===== config.mk =====
export PLATFORM = sky130hd
export DESIGN_NAME = btn_event_decoder
export DESIGN_NICKNAME = d
export VERILOG_FILES = /design/src/rtl/btn_sw_pkg.sv /design/src/rtl/btn_debounce.sv /design/src/rtl/btn_event_decoder.sv
export SDC_FILE = /design/constraint.sdc
export NUM_CORES = 1
export LEC_CHECK = 0
export ABC_CLOCK_PERIOD_IN_PS = 4420
export BUFFER_PORTS_ARGS = -buffer_cell sky130_fd_sc_hd__buf_2
export CAP_MARGIN = 20
export CORE_UTILIZATION = 30
export CTS_BUF_LIST = sky130_fd_sc_hd__clkbuf_2
export DETAILED_ROUTE_END_ITERATION = 12
export PLACE_DENSITY = 0.49
export SYNTH_ARGS = -nofsm -noshare
export SYNTH_HDL_FRONTEND = slang
export SYNTH_HIERARCHICAL = 1
export SYNTH_SLANG_ARGS = --single-unit

===== constraint.sdc =====
create_clock -name clk -period 4.42 [get_ports clk]
set_input_delay 0 -clock clk [delete_from_list [all_inputs] [get_ports clk]]
set_output_delay 0 -clock clk [all_outputs]
set_load 0.02 [all_outputs]

===== src/rtl/btn_sw_pkg.sv =====
// Shared types and helpers for the push-button event decoder.
package btn_sw_pkg;

  typedef enum logic [2:0] {
    ST_IDLE      = 3'd0,
    ST_PRESS1    = 3'd1,
    ST_LONG_HELD = 3'd2,
    ST_WAIT2     = 3'd3,
    ST_PRESS2    = 3'd4
  } btn_state_e;

  function automatic int unsigned max3(input int unsigned a,
                                       input int unsigned b,
                                       input int unsigned c);
    int unsigned m;
    m = (a > b) ? a : b;
    return (m > c) ? m : c;
  endfunction

  // Bits needed to hold the values 0..max_val.
  function automatic int unsigned cnt_width(input int unsigned max_val);
    return (max_val < 1) ? 1 : $clog2(max_val + 1);
  endfunction

endpackage


===== src/rtl/btn_debounce.sv =====
// Synchroniser, polarity normalisation and debounce filter for a raw button pin.
module btn_debounce
  import btn_sw_pkg::*;
#(
  parameter int unsigned DEBOUNCE_CYCLES = 16,
  parameter logic        BTN_ACTIVE      = 1'b1
) (
  input  logic clk,
  input  logic rst,
  input  logic btn,
  output logic btn_db
);

  localparam int unsigned    CNT_W    = cnt_width(DEBOUNCE_CYCLES);
  localparam logic [CNT_W-1:0] CNT_LAST = CNT_W'(DEBOUNCE_CYCLES - 1);

  logic             sync1_q;
  logic             sync2_q;
  logic             lvl;
  logic [CNT_W-1:0] cnt_q;
  logic [CNT_W-1:0] cnt_d;
  logic             db_q;
  logic             db_d;

  always_ff @(posedge clk or negedge rst) begin
    if (!rst) begin
      sync1_q <= 1'b0;
      sync2_q <= 1'b0;
      cnt_q   <= '0;
      db_q    <= 1'b0;
    end else begin
      sync1_q <= btn;
      sync2_q <= sync1_q;
      cnt_q   <= cnt_d;
      db_q    <= db_d;
    end
  end

  assign lvl = BTN_ACTIVE ? sync2_q : ~sync2_q;

  // Count consecutive samples disagreeing with the filtered level; flip after a full run.
  always_comb begin
    cnt_d = cnt_q;
    db_d  = db_q;
    if (lvl == db_q) begin
      cnt_d = '0;
    end else if (cnt_q == CNT_LAST) begin
      db_d  = ~db_q;
      cnt_d = '0;
    end else begin
      cnt_d = cnt_q + CNT_W'(1);
    end
  end

  assign btn_db = db_q;

endmodule


===== src/rtl/btn_event_decoder.sv =====
// Debounced push-button classifier emitting short/long/double press strobes.
module btn_event_decoder
  import btn_sw_pkg::*;
#(
  parameter int unsigned DEBOUNCE_CYCLES = 16,
  parameter int unsigned LONG_CYCLES     = 1024,
  parameter int unsigned DOUBLE_GAP      = 256,
  parameter logic        BTN_ACTIVE      = 1'b1
) (
  input  logic clk,
  input  logic rst,
  input  logic btn,
  output logic btn_db,
  output logic short_press,
  output logic long_press,
  output logic held,
  output logic double_press
);

  localparam int unsigned      EV_W      = cnt_width(max3(LONG_CYCLES, DOUBLE_GAP, DEBOUNCE_CYCLES));
  localparam logic [EV_W-1:0]  LONG_LAST = EV_W'(LONG_CYCLES - 1);
  localparam logic [EV_W-1:0]  GAP_LAST  = EV_W'(DOUBLE_GAP - 1);

  btn_state_e      state_q;
  btn_state_e      state_d;
  logic [EV_W-1:0] ev_cnt_q;
  logic [EV_W-1:0] ev_cnt_d;
  logic            db;
  logic            short_q, short_d;
  logic            long_q, long_d;
  logic            held_q, held_d;
  logic            double_q, double_d;

  btn_debounce #(
    .DEBOUNCE_CYCLES(DEBOUNCE_CYCLES),
    .BTN_ACTIVE     (BTN_ACTIVE)
  ) u_debounce (
    .clk   (clk),
    .rst   (rst),
    .btn   (btn),
    .btn_db(db)
  );

  // State, event counter and registered outputs.
  always_ff @(posedge clk or negedge rst) begin
    if (!rst) begin
      state_q  <= ST_IDLE;
      ev_cnt_q <= '0;
      short_q  <= 1'b0;
      long_q   <= 1'b0;
      held_q   <= 1'b0;
      double_q <= 1'b0;
    end else begin
      state_q  <= state_d;
      ev_cnt_q <= ev_cnt_d;
      short_q  <= short_d;
      long_q   <= long_d;
      held_q   <= held_d;
      double_q <= double_d;
    end
  end

  // Next state: a level change always beats a coincident timeout.
  always_comb begin
    state_d = state_q;
    unique case (state_q)
      ST_IDLE:      if (db) state_d = ST_PRESS1;
      ST_PRESS1: begin
        if (!db)                        state_d = ST_WAIT2;
        else if (ev_cnt_q == LONG_LAST) state_d = ST_LONG_HELD;
      end
      ST_LONG_HELD: if (!db) state_d = ST_IDLE;
      ST_WAIT2: begin
        if (db)                        state_d = ST_PRESS2;
        else if (ev_cnt_q == GAP_LAST) state_d = ST_IDLE;
      end
      ST_PRESS2:    if (!db) state_d = ST_IDLE;
      default:      state_d = ST_IDLE;
    endcase
  end

  // Strobes decode the transition taken; counter clears on any state entry.
  always_comb begin
    ev_cnt_d = ev_cnt_q;
    short_d  = 1'b0;
    long_d   = 1'b0;
    double_d = 1'b0;
    held_d   = (state_d == ST_LONG_HELD);
    if (state_d != state_q) begin
      ev_cnt_d = '0;
    end else if (ev_cnt_q != '1) begin
      ev_cnt_d = ev_cnt_q + EV_W'(1);
    end
    short_d  = (state_q == ST_WAIT2)  && (state_d == ST_IDLE);
    long_d   = (state_q == ST_PRESS1) && (state_d == ST_LONG_HELD);
    double_d = (state_q == ST_PRESS2) && (state_d == ST_IDLE);
  end

  assign btn_db       = db;
  assign short_press  = short_q;
  assign long_press   = long_q;
  assign held         = held_q;
  assign double_press = double_q;

endmodule


# After elaboration in Yosys (flattened, before gate mapping)
# Cells that the tools add are included.
# classes
n_addsub,2
eq_ne,11
mux,11
n_bitwise,2
n_reduce_logical,8
# ops
op,n
$mux W11,2
$mux W3,6
$pmux W3 S4,1
$add A11 B1 Y11 const B,1
$eq A11 B10 Y1 const B,1
$eq A11 B8 Y1 const B,1
$ne A11 B11 Y1 const B,1
$mux W5,2
$eq A3 B2 Y1 const B,3
$logic_not A3 Y1,2
$add A5 B1 Y5 const B,1
$eq A5 B4 Y1 const B,1
$eq A3 B1 Y1 const B,1
$eq A3 B3 Y1 const B,1
$logic_and A1 B1 Y1,3
$ne A3 B3 Y1,1
$not A1 Y1,2
$reduce_and A2 Y1,1
$reduce_bool A2 Y1,1
$reduce_or A2 Y1,1
$eq A1 B1 Y1,1
# word_totals
regBits,26
in_bits,3
out_inout_bits,5

# Logic depth before layout (Yosys ltp)
# Gate-level depths: netlist (run 1).
# depth
ltp_word,6
ltp_mapped,7
ltp_nobuf,5

# Cells and area by module
# The synthesis (run 1) kept the hierarchy.
# by_module_without_submodules
mod,n_inst,cells_each,area_per_inst_um2,seq_area_each_um2
btn_event_decoder,1,110,1077.3,450.4
btn_debounce,1,23,311.5,200.2

# Least setup slack after synthesis (run 1)
# Ideal clock, no wire load.
# synth_path
path_type,register to register
startpoint,register ev_cnt_q[0]
endpoint,register ev_cnt_q[7]
t_arrival_ns,1.602
required_time_ns,4.324
setup_slack_ns,2.722
stages_incl_launch_ff,7
n_path_buf,1
period_less_slack_ns,1.698
path_cell_list,dfrtp_1 > ha_1 > and3_1 > a31oi_1 > o32ai_1 > buf_6 > nor4_2
# synth_between
elab_chain_cells,6
word_cells_on_any_way,13
classes_between,add/sub (1); eq/ne (4); mux (7); reduce/logical (1)
# synth_rtl
item,line,rtl
start: declaration,btn_event_decoder.sv:26,logic [EV_W-1:0] ev_cnt_q;
start signal: assignment,btn_event_decoder.sv:55,ev_cnt_q <= ev_cnt_d;
$eq A11 B8 Y1 or $eq A11 B10 Y1 (tied branches),"btn_event_decoder.sv:75, btn_event_decoder.sv:70",
$mux W3 (on tied branches),"btn_event_decoder.sv:75, btn_event_decoder.sv:70",
$mux W3 (on tied branches),"btn_event_decoder.sv:74, btn_event_decoder.sv:69",
$pmux W3 S4,btn_event_decoder.sv:66,unique case (state_q)
$ne A3 B3 Y1,btn_event_decoder.sv:89,if (state_d != state_q) begin
$mux W11 or $reduce_bool A2 Y1 (tied branches),-,
# Several ways; a longest one is shown, not always the timed one. The select of a mux whose other input is x is not followed.
# A chain may end at the register's enable or synchronous reset.

# Worst setup path in the final report (run 1)
# layout_path
startpoint,register ev_cnt_q[0]
endpoint,register ev_cnt_q[6]
# Same word-level chain as after synthesis.

==> insert_results.sql, run 1 <==
INSERT INTO impl_metrics (metric_group, metric, value, unit) VALUES
('outcome', 'result_of_the_run', 'finished, final reports clean', ''),
('setup_path', 'worstSetupStartpointType', 'register', ''),
('clocking', 'clk-insertion-delay-late', '0.35', 'ns'),
('route', 'ant_nets', '0', ''),
('finish', 'flow.area_growth_from_synthesis', '7.03', '%'),
('setup_path', 'slowest_delay', '0.46', 'ns'),
('finish', 'post-route-cell-area', '1490', 'um2'),
('sta', 'rsz0062_at_grt', 'false', ''),
('synthesis', 'netlist_instances', '133', ''),
('setup_path', 'worstPathArrival', '2.32', 'ns'),
('die', 'initial_core_utilization', '31.5', '%'),
('power', 'power_leakage', '0.643', 'nW'),
('sta', 'setup_total_negative_slack', '0', 'ns'),
('setup_path', 'cp_data_required_time', '4.66', 'ns'),
('synthesis', 'yosys.area.top_type_share', '46.8', '%'),
('power', 'share_comb_of_total_power', '22.0', '%'),
('power', 'power.share.clock', '24.0', '%'),
('sta', 'hold_vio_cnt_final', '0', ''),
('sta', 'worst_slew_margin_rel', '62.0', '%'),
('finish', 'diodes', '0', ''),
('clocking', 'postCtsHoldBufs', '2', ''),
('power', 'irDropWorstVdd', '0.171', 'mV'),
('synthesis', 'synth-seq-area-share', '46.8', '%'),
('synthesis', 'synthesis.nets', '138', ''),
('power', 'power_switching_share', '32.3', '%'),
('grt', 'grt_first_pass_wirelength', '4710', 'um'),
('die', 'total_i_o_pin_count', '8', ''),
('route', 'finalWirelength', '2670', 'um'),
('clocking', 'cts.clk_slew.worst_paths', '0.24', 'ns'),
('clocking', 'cts-buffers-inserted', '3', ''),
('sta', 'layout_worst_path_cycle_share', '46.9', '%'),
('synthesis', 'synth_edf_count', '0', ''),
('setup_path', 'timing.critical_path.cells', 'ha_1 > and3_1 > a31oi_1 > o32ai_1 > buf_4 > a2111oi_0', ''),
('setup_path', 'regToRegStartpoint', 'ev_cnt_q[0]', ''),
('sta', 'tightest_slew', '0.570', 'ns'),
('placed_design', 'hpwl', '1820', 'um'),
('placed_design', 'placed_area', '1420', 'um2'),
('synthesis', 'register_bit_count_reported_by_yosys', '26', ''),
('power', 'pwr-share-seq', '54.0', '%'),
('power', 'p_sw', '199', 'uW'),
('route', 'avgRoutedWirePerCell', '14.1', 'um'),
('finish', 'mostFrequentLayoutCell', 'dfrtp_1', ''),
('setup_path', 'critical_path.top_delay_family', 'compound AO/OA/AOI/OAI gates', ''),
('sta', 'fmax', '482', 'MHz'),
('synthesis', 'synth_area_per_cell', '10.4', 'um2'),
('setup_path', 'reg2reg_setup_slack', '2.34', 'ns'),
('clocking', 'postCtsSetupRepairBufs', '0', ''),
('sta', 'fin_crit', '2.08', 'ns'),
('setup_path', 'timing.setup.critical_path_class', 'reg2reg', ''),
('die', 'core-area', '4410', 'um2'),
('setup_path', 'timing.critical_path.buf_inv', '1', ''),
('route', 'drt_first_iter_violations', '53', ''),
('finish', 'layout-drive-gt1-share', '19.6', '%'),
('route', 'post-route-drc-count', '0', ''),
('clocking', 'cts_resized', '0', ''),
('die', 'die_height', '70.0', 'um'),
('setup_path', 'critPathMaxFanout', '11', ''),
('route', 'detail_route.first_pass.iterations', '4', ''),
('placed_design', 'gp_congestion', '0.773', ''),
('clocking', 'cts.sink_count', '26', ''),
('finish', 'mostFrequentLayoutCells', 'dfrtp_1, nor2_1, nor3_1, a31oi_1, buf_2', ''),
('setup_path', 'worst-r2r-cell-count', '6', ''),
('die', 'die_area', '4910', 'um2'),
('grt', 'grt_start_max_net_pins', '27', ''),
('power', 'internal_power', '418', 'uW'),
('grt', 'globalRouteOverflowTotal', '0', ''),
('grt', 'antenna_found_initial', '0', ''),
('power', 'powerDensity', '415', 'nW/um2'),
('finish', 'finish.utilization', '33.7', '%'),
('synthesis', 'synthesis.yosys.warnings', '6', ''),
('clocking', 'cts_buffer_depth', '2', '');
==> sequential cells by signal, indices dropped and copies added, names as in the netlist <==
register            cells
held                    1
u_debounce/sync1_q      1
state_q                 3
short_press             1
u_debounce/lvl          1
long_press              1
ev_cnt_q               11
u_debounce/btn_db       1
u_debounce/cnt_q        5
double_press            1
==> logic make-up after synthesis <==
family	synth area share [%]
compound gates	10.9
flops	46.8
buf+inv	5.95
mux	1.53
simple gates	29.8
xor+xnor	3.15
fa+ha+maj	1.80
==> power groups by stage <==
stage	combinational [mW]	sequential [mW]	clock (mW)
final	0.136	0.333	0.148
after global routing	0.160	0.343	0.166
after CTS	0.139	0.332	0.156
after detailed placement	0.137	0.337	0
after global placement	0.133	0.334	0
after floorplan	0.157	0.307	0
==> stage by stage <==
stage                     instances  setup slack (ns)  hold WS, ns
after floorplan                 133              2.72       -0.296
after global placement          184              2.46       0.0351
after detailed placement        184              2.38       0.0449
after CTS                       190              2.31        0.137
after global routing            190              2.11        0.152
final                           190              2.34        0.142
==> synth_stat cells (all sizes together) (2+ instances only) <==
cell / number
a21oi: 3
a31oi: 8
and3: 6
buf: 5
clkbuf: 4
dfrtp: 26
ha: 2
inv: 2
nand2: 6
nand2b: 4
nand3: 5
nand3b: 2
nand4: 4
nor2: 15
nor3: 8
nor3b: 2
nor4: 4
o21ai: 4
xor2: 4
==> how the worst max path moves through the flow <==
stage,startpoint,end,cells after the start
finish,ev_cnt_q[0],ev_cnt_q[6],6
global placement,ev_cnt_q[0],ev_cnt_q[6],6
global route,ev_cnt_q[0],ev_cnt_q[6],6
floorplan,ev_cnt_q[0],ev_cnt_q[7],6
CTS,ev_cnt_q[0],ev_cnt_q[6],6
detailed placement,ev_cnt_q[0],ev_cnt_q[6],6
==> per-layer routing <==
layer	part of all wire (%)	vias to the layer above	track usage, %
met1	49	518	16.3
met2	47	17	18.6
met4	0.52	0	2.00
li1	-	497	-
met3	3.7	2	3.46
met5	0	-	0
==> final cells by class <==
type / count / area (um2) / area share, %
clock buffers: 3 / 15.0 / 1.01
well taps: 52 / 65.1 / 4.38
repair buffers: 10 / 62.6 / 4.21
multi-input cells: 96 / 656 / 44.1
clock inverters: 1 / 30.0 / 2.02
flip-flops and latches: 26 / 651 / 43.8
inverters: 2 / 7.51 / 0.505
No activity file was read; power rests on OpenSTA's default activity.
==> run 2, diff against run 1 <==
--- a/config.mk
+++ b/config.mk
@@ -5,13 +5,13 @@
 export SDC_FILE = /design/constraint.sdc
 export NUM_CORES = 1
 export LEC_CHECK = 0
-export ABC_CLOCK_PERIOD_IN_PS = 4420
+export ABC_CLOCK_PERIOD_IN_PS = 1900
 export BUFFER_PORTS_ARGS = -buffer_cell sky130_fd_sc_hd__buf_2
 export CAP_MARGIN = 20
 export CORE_UTILIZATION = 30
 export CTS_BUF_LIST = sky130_fd_sc_hd__clkbuf_2
 export DETAILED_ROUTE_END_ITERATION = 12
-export PLACE_DENSITY = 0.49
+export PLACE_DENSITY = 0.51
 export SYNTH_ARGS = -nofsm -noshare
 export SYNTH_HDL_FRONTEND = slang
 export SYNTH_HIERARCHICAL = 1
==> constraint.sdc (replaced) <==
create_clock -name clk -period 1.9 [get_ports clk]
set_input_delay 0 -clock clk [delete_from_list [all_inputs] [get_ports clk]]
set_output_delay 0 -clock clk [all_outputs]
set_load 0.02 [all_outputs]
==> run 2 against run 1 <==
  * Design area is 5.7% higher
  * Sequential power is 130% higher
  * Die area stayed put
  * Sequential share of layout area is 2.4 points lower
  * Final cell count is 4.2% higher
  * Highest routed layer unchanged
==> insert_results.sql, run 2 (synthesis results as in run 1) <==
INSERT INTO impl_metrics (metric_group, metric, value, unit) VALUES
('route', 'drt_first_iter_violations', '64', ''),
('grt', 'grt_first_pass_wirelength', '4830', 'um'),
('finish', 'diodes', '0', ''),
('die', 'total_i_o_pin_count', '8', ''),
('route', 'detail_route.first_pass.iterations', '4', ''),
('clocking', 'cts.sink_count', '26', ''),
('placed_design', 'placed_area', '1490', 'um2'),
('hold_path', 'holdCritPathClass', 'in2async', ''),
('route', 'finalWirelength', '2670', 'um'),
('finish', 'mostFrequentLayoutCell', 'dfrtp_1', ''),
('route', 'detail_route.vias_per_cell', '5.15', ''),
('clocking', 'cts.clk_slew.worst_paths', '0.25', 'ns'),
('grt', 'grt_pass1_vias', '1071', ''),
('sta', 'hold_vio_cnt_final', '0', ''),
('die', 'die_area', '4910', 'um2'),
('die', 'die_height', '70.0', 'um'),
('route', 'post-route-drc-count', '0', ''),
('setup_path', 'critical_path.top_delay_family', 'simple AND/OR/NAND/NOR gates', ''),
('grt', 'globalRouteOverflowTotal', '0', ''),
('die', 'placementRows', '24', ''),
('finish', 'registers.top_by_ff_count', 'ev_cnt_q', ''),
('route', 'ant_nets', '0', ''),
('clocking', 'cts-buffers-inserted', '3', ''),
('route', 'via_count', '1020', ''),
('sta', 'setup_total_negative_slack', '0', 'ns'),
('finish', 'design.final.nets', '152', ''),
('clocking', 'ctsRootBufferMaster', 'clkbuf_2', ''),
('sta', 'layout_worst_path_cycle_share', '94.5', '%'),
('finish', 'max_ffs_per_register', '11', ''),
('power', 'powerDensity', '950', 'nW/um2'),
('finish', 'layout-drive-gt1-share', '25.3', '%'),
('grt', 'gr-usage-met2', '20.8', '%'),
('clocking', 'postCtsSetupRepairBufs', '0', ''),
('clocking', 'cts_buffer_depth', '2', ''),
('sta', 'finalMaxSlewViolations', '0', ''),
('placed_design', 'numPortBuffers', '7', ''),
('setup_path', 'critical_path.startpoint', 'ev_cnt_q[4]', ''),
('setup_path', 'worstPathArrival', '2.09', 'ns'),
('setup_path', 'timing.setup.critical_path_class', 'reg2reg', ''),
('grt', 'grtUsageMet1', '15.3', '%'),
('setup_path', 'timing.critical_path.cells', 'and4_1 > nand2_4 > or4_4 > a211oi_2', ''),
('job', 'drv_cap', '0', ''),
('finish', 'mostFrequentLayoutCells', 'dfrtp_1, nor2_1, nor3_1, buf_4', ''),
('setup_path', 'timing.critical_path.buf_inv', '0', ''),
('power', 'irDropWorstVdd', '0.594', 'mV'),
('sta', 'worst_slew_margin_rel', '60.9', '%'),
('clocking', 'clock_tree_from_tritoncts', 'built', ''),
('clocking', 'clk-insertion-delay-late', '0.35', 'ns'),
('setup_path', 'critPathMaxFanout', '8', ''),
('grt', 'grt_util_all_layers', '12.2', '%'),
('placed_design', 'gp_congestion', '0.761', ''),
('grt', 'grtUsageMet3', '3.61', '%'),
('setup_path', 'cp_data_required_time', '2.20', 'ns'),
('die', 'core-area', '4410', 'um2'),
('setup_path', 'regToRegStartpoint', 'ev_cnt_q[4]', ''),
('sta', 'fmax', '557', 'MHz'),
('sta', 'finalSetupViolCount', '0', ''),
('placed_design', 'hpwl', '1840', 'um'),
('finish', 'post-route-cell-area', '1570', 'um2'),
('finish', 'finish.utilization', '35.6', '%'),
('grt', 'top_usage_layer', 'met2', ''),
('sta', 'timing.clock.skew', '0.00141', 'ns'),
('finish', 'largest_registers', 'ev_cnt_q: 11 flops, u_debounce/cnt_q: 5 flops, state_q: 3 flops', ''),
('sta', 'tightest_slew', '0.586', 'ns'),
('die', 'initial_core_utilization', '31.5', '%'),
('setup_path', 'worstSetupEndpointType', 'register', ''),
('outcome', 'result_of_the_run', 'finished, final reports clean', ''),
('setup_path', 'slowest_stage', 'dfrtp_1', ''),
('setup_path', 'slowest_delay', '0.53', 'ns'),
('finish', 'flow.area_growth_from_synthesis', '13.2', '%'),
('power', 'power_leakage', '0.691', 'nW'),
('grt', 'antenna_found_initial', '0', ''),
('die', 'die_w', '70.0', 'um'),
('setup_path', 'worstSetupStartpointType', 'register', ''),
('clocking', 'cts-htree-levels', '1', ''),
('grt', 'grt_start_max_net_pins', '27', ''),
('route', 'avgRoutedWirePerCell', '13.5', 'um'),
('power', 'total_power', '1.49', 'mW'),
('sta', 'fin_crit', '1.79', 'ns');
run 2: area by class of cell:
class / instances / area, um2
well taps: 52 / 65.1
flip-flops and latches: 26 / 651
inverters: 2 / 7.51
clock inverters: 1 / 30.0
fillers: 448 / 2840
repair buffers: 18 / 135
multi-input cells: 96 / 668
clock buffers: 3 / 15.0
run 2: power breakdown:
part / internal, mW / total, mW / switching (mW)
clock: 0.181 / 0.351 / 0.170
sequential: 0.642 / 0.766 / 0.125
combinational: 0.184 / 0.376 / 0.192
run 2: through the flow:
step | instances | setup WS (ns) | hold slack (ns)
2_1_floorplan | 133 | 0.202 | -0.296
3_5_place_dp | 192 | 0.0634 | 0.0394
3_3_place_gp | 192 | 0.162 | 0.0352
4_1_cts | 198 | 0.0135 | 0.118
6_report | 198 | 0.105 | 0.131
5_1_grt | 198 | -0.00213 | 0.123
run 2: repair_timing:
item,4_1_cts,5_1_grt
hold endpoints to repair,27,0
hold buffers,2,0
resized for setup,0,3
endpoints found under the setup margin,0,4
run 2: worst paths after layout:
check	end	slack [ns]	depth (start not counted)
setup / recovery	ev_cnt_q[9]	0.11	4
hold / removal	double_press	0.13	2
max in group asynchronous	ev_cnt_q[6]	1.40	2
setup reg to reg	ev_cnt_q[9]	0.11	4
hold reg to reg	u_debounce/lvl	0.38	0
min in group clk	u_debounce/sync1_q	0.27	2
run 2: routing by layer:
layer  routed length (um)  part of all wire [%]
met5                    0                     0
met1                 1280                    48
met3                   75                   2.8
met4                   14                  0.52
met2                 1300                    49
